--- config.mk ---
export PLATFORM = sky130hd
export DESIGN_NAME = program_counter_stack
export DESIGN_NICKNAME = d
export VERILOG_FILES = /design/src/rtl/program_counter_stack.sv
export SDC_FILE = /design/constraint.sdc
export NUM_CORES = 1
export LEC_CHECK = 0
export ABC_CLOCK_PERIOD_IN_PS = 2200
export CORE_MARGIN = 2
export CORE_UTILIZATION = 53
export DETAILED_ROUTE_END_ITERATION = 10
export GPL_ROUTABILITY_DRIVEN = 0
export PLACE_DENSITY = 0.79
export SETUP_SLACK_MARGIN = 0.05
export SYNTH_ARGS = -nofsm -noshare
export SYNTH_HDL_FRONTEND = slang
export SYNTH_SLANG_ARGS = --single-unit
export TNS_END_PERCENT = 20
--- constraint.sdc ---
create_clock -name clk -period 2.2 [get_ports clk]
set_input_delay 0.33 -clock clk [delete_from_list [all_inputs] [get_ports clk]]
set_output_delay 0.33 -clock clk [all_outputs]
set_load 0.05 [all_outputs]
--- src/rtl/program_counter_stack.sv ---
// Program counter with a hardware call/return stack and sticky overflow/underflow flag.
// Optional PC-relative branching is compiled in when PC_REL_BRANCH_EN is defined.
module program_counter_stack #(
  parameter int ADDR_W = 8,
  parameter int STACK_DEPTH = 4,
  parameter logic [ADDR_W-1:0] RESET_ADDR = '0,
  localparam int DEPTH_W = $clog2(STACK_DEPTH + 1)
) (
  input  logic               clk,
  input  logic               clear_n,
  input  logic               count,
  input  logic               load,
  input  logic [ADDR_W-1:0]  jump_address,
  input  logic               call,
  input  logic               ret,
  input  logic               rel,
  input  logic [ADDR_W-1:0]  offset,
  input  logic               err_clr,
  output logic [ADDR_W-1:0]  address,
  output logic [DEPTH_W-1:0] depth,
  output logic               stack_full,
  output logic               stack_empty,
  output logic               stack_err
);

  localparam int IDX_W = (STACK_DEPTH > 1) ? $clog2(STACK_DEPTH) : 1;
  localparam logic [DEPTH_W-1:0] FULL_DEPTH = DEPTH_W'(STACK_DEPTH);

  logic [ADDR_W-1:0]  stack_mem [STACK_DEPTH];
  logic [ADDR_W-1:0]  next_address;
  logic [DEPTH_W-1:0] next_depth;
  logic               next_err;
  logic               push;
  logic               set_err;
  logic [IDX_W-1:0]   push_idx;
  logic [IDX_W-1:0]   pop_idx;

  assign stack_full  = (depth == FULL_DEPTH);
  assign stack_empty = (depth == '0);
  assign push_idx    = IDX_W'(depth);
  assign pop_idx     = IDX_W'(depth - DEPTH_W'(1));

`ifndef PC_REL_BRANCH_EN
  logic unused_rel;
  assign unused_rel = ^{rel, offset};
`endif

  // One action per cycle: call > ret > load > rel > count > hold.
  always_comb begin
    next_address = address;
    next_depth   = depth;
    push         = 1'b0;
    set_err      = 1'b0;
    if (call) begin
      if (!stack_full) begin
        push         = 1'b1;
        next_depth   = depth + DEPTH_W'(1);
        next_address = jump_address;
      end else begin
        set_err = 1'b1;
      end
    end else if (ret) begin
      if (!stack_empty) begin
        next_address = stack_mem[pop_idx];
        next_depth   = depth - DEPTH_W'(1);
      end else begin
        set_err = 1'b1;
      end
    end else if (load) begin
      next_address = jump_address;
`ifdef PC_REL_BRANCH_EN
    end else if (rel) begin
      next_address = address + offset;
`endif
    end else if (count) begin
      next_address = address + ADDR_W'(1);
    end
    // A new error in the same cycle as err_clr must survive the clear.
    next_err = (stack_err & ~err_clr) | set_err;
  end

  always_ff @(posedge clk or negedge clear_n) begin
    if (!clear_n) begin
      address   <= RESET_ADDR;
      depth     <= '0;
      stack_err <= 1'b0;
      for (int i = 0; i < STACK_DEPTH; i++) begin
        stack_mem[i] <= '0;
      end
    end else begin
      address   <= next_address;
      depth     <= next_depth;
      stack_err <= next_err;
      if (push) begin
        stack_mem[push_idx] <= address + ADDR_W'(1);
      end
    end
  end

endmodule

==> results of run 1 <==
[sequential cells by signal (all words and copies together) (netlist names)]
register,count
stack_err,1
depth,3
address,8
stack_mem,32
[timing repair]
| action | CTS | global route |
|---|---|---|
| setup endpoints to repair | 0 | 2 |
| endpoints found under the hold margin | 0 | 0 |
| resized for setup | 0 | 1 |
[cell families after synthesis]
kind of cell	synth area share
muxes	0.09871
buffers and inverters	0.04747
DFF	0.4747
AOI/OAI and AO/OA	0.1812
xor gates and xnor gates	0.02643
adders and majority gates	0.03236
and+or+nand+nor	0.1392
[report_power, final]
group / internal [W] / switching [W]
Combinational: 0.00107 / 0.00140
Clock: 0.000255 / 0.000277
Sequential: 0.00120 / 0.000303
[cells in the final DEF, fill, tap and decap left out, drive strengths merged, types with 6 or more instances in the layout]
cell type / n
a21oi: 29
buf: 21
clkbuf: 7
clkdlybuf4s50: 25
dfrtp: 44
ha: 6
inv: 9
mux2i: 6
nand2: 23
nand3: 6
nor2: 28
o21ai: 18
[cell type report]
| class | instances | area share |
|---|---|---|
| Timing Repair Buffer | 46 | 0.1509 |
| Clock inverter | 1 | 0.002632 |
| Sequential cell | 44 | 0.3868 |
| Multi-Input combinational cell | 171 | 0.3947 |
| Inverter | 9 | 0.01184 |
| Tap cell | 52 | 0.02281 |
| Clock buffer | 7 | 0.03026 |
[routing by layer]
metal,GRT usage,part of all wire
met5,0,0
met1,0.3055,0.45
met2,0.3852,0.49
met4,0.07265,0.017
met3,0.05339,0.039
[synth_stat cells (2+ instances only)]
| master | n | share of area |
|---|---|---|
| a211oi_1 | 3 | 0.0097 |
| a21oi_1 | 28 | 0.060 |
| and3_1 | 4 | 0.011 |
| and4_1 | 2 | 0.0076 |
| buf_1 | 2 | 0.0032 |
| buf_2 | 10 | 0.022 |
| clkbuf_1 | 5 | 0.0081 |
| dfrtp_1 | 44 | 0.47 |
| ha_1 | 6 | 0.032 |
| inv_1 | 9 | 0.015 |
| mux2_2 | 5 | 0.024 |
| mux2i_1 | 6 | 0.026 |
| mux4_2 | 5 | 0.049 |
| nand2_1 | 23 | 0.037 |
| nand2b_1 | 2 | 0.0054 |
| nand3_1 | 6 | 0.013 |
| nor2_1 | 28 | 0.045 |
| nor3_1 | 5 | 0.011 |
| o211ai_1 | 2 | 0.0065 |
| o21ai_0 | 17 | 0.037 |
| o22ai_1 | 3 | 0.0081 |
| o31ai_1 | 3 | 0.0097 |
| xnor2_1 | 2 | 0.0076 |
| xor2_1 | 5 | 0.019 |
[worst paths after layout]
| check | startpoint | end | cells past startpoint | slack [ns] |
|---|---|---|---|---|
| setup / recovery | depth[2] | depth[2] | 1 | 0.12 |
| hold / removal | clear_n | address[7] | 1 | 0.09 |
| setup reg to reg | depth[1] | address[4] | 8 | 0.31 |
| hold reg to reg | stack_mem[24] | stack_mem[24] | 2 | 0.49 |
| max in group asynchronous | clear_n | stack_mem[18] | 2 | 1.50 |
| min in group clk | stack_mem[24] | stack_mem[24] | 2 | 0.49 |
[per-stage QoR]
step	total power [W]	instance area (sq um)	hold slack (ns)
final	0.004502	2853	0.08647
after global routing	0.004798	2853	0.1536
after CTS	0.004472	2843	0.1151
after detailed placement	0.003930	2749	0.4412
after global placement	0.003854	2749	0.4442
after floorplan	0.003186	2342	0.03441
==> flow_summary.yaml, run 1 <==
floorplanning:
  dieArea_sq_um: 4922
  dieWidth_um: 70.16
  start_util: 0.5402
  core_sq_um: 4294
  ios: 38
  fp-row-count: 24
  fp.dieH_um: 70.16
layout:
  n_antenna_cell: 0
  finalCoreUtilization: 0.6643
  num-fill-cells: 357
  multi_input_area_sq_um: 1126
  stdcell_count: 330
  area_growth_pct: 22.98
  regArea_sq_um: 1104
  fin_nets: 307
  final_layout_size_suffix_gt1_frac: 0.1655
synth:
  ys_seq_area_frac: 0.4746
  ys_seq_elements: 44
  yosysUniqueCellTypes: 40
  netlist_area_sq_um: 2320
  syn_area_per_cell_sq_um: 9.625
  syn-instance-count: 241
  synth_edf_count: 0
  synth_ff_type: "dfrtp_1"
  synthArstFlopShare: 1.000
  synth_fp_nets: 271
  yosys_warnings: 0
detailed_routing:
  vias: 1873
  ant_nets: 0
  drt-wirelength-per-cell_um: 16.15
  viasPerCell: 5.676
  wirelength_um: 5331
  first_pass_iters: 4
  drc_errors: 0
  drtIter0Drc: 107
clocking:
  clkTransAtPathRegs_ns: 0.08
  cts_sinks: 44
  insertion_delay_ns: 0.30
  cts_tree: "yes"
  cts_hold_buf: 0
  cts_root_buffer: "clkbuf_8"
  cts_setup_buffers: 0
  cts_made_buffers: 5
  htreeDepth: 2
  cts_buffer_depth: 2
global_route:
  antenna_found_initial: 0
  grt_pass1_wl_um: 8866
  grt_start_max_net_pins: 35
  gr-total-overflow: 0
  track_usage: 0.2326
  first_global_vias: 1869
sta:
  setup_viol: 0
  finalCritPeriodShare: 0.9453
  worst_slew_pin_slew_ns: 0.7570
  rsz0062_at_grt: "true"
  slew_headroom: 0.4954
  hold_viol_final: 0
  tns_ns: 0
  clock.fmax_ghz: 0.4809
  drv_slew: 0
  finalCriticalPeriod_ns: 2.080
  fin_skew_ns: 0.004451
  finalWorstSetupSlack_ns: 0.1204
worst_setup_path:
  cp.arrival_ns: 1.75
  worst-path-buf-inv: 1
  critPathMaxStageDelay_ns: 0.88
  startpoint_type: "flop"
  timing.critical_path.cells: "clkdlybuf4s50_1"
  crit_family: "buffers and inverters"
  critical_path.slowest_cell: "clkdlybuf4s50_1"
  crit_fanout: 11
  endpoint_kind: "output port"
  path_class: "flop to output port"
  crit_required_ns: 1.87
placement:
  dp.cells: 322
  portBuffers: 28
  place_ws_ns: 0.1803
  dp_hpwl_um: 3964
pwr:
  powerDensity_nw_per_um2: 1578
  p_leak_nw: 1.223
  irDropWorstVdd_mv: 0.5239
status:
  status: "completed"
run:
  drv_cap: 0
min_path:
  hold_class: "input pin to asynchronous set/reset pin"
Note: power is estimated with default switching activity, not from simulation.
==> run 2: changes to the inputs <==
--- a/config.mk
+++ b/config.mk
@@ -6,6 +6,7 @@
 export NUM_CORES = 1
 export LEC_CHECK = 0
 export ABC_CLOCK_PERIOD_IN_PS = 2200
+export CAP_MARGIN = 20
 export CORE_MARGIN = 2
 export CORE_UTILIZATION = 53
 export DETAILED_ROUTE_END_ITERATION = 10
==> results of run 2 <==
No change in the layout: final DEF, timing and power equal those of run 1.
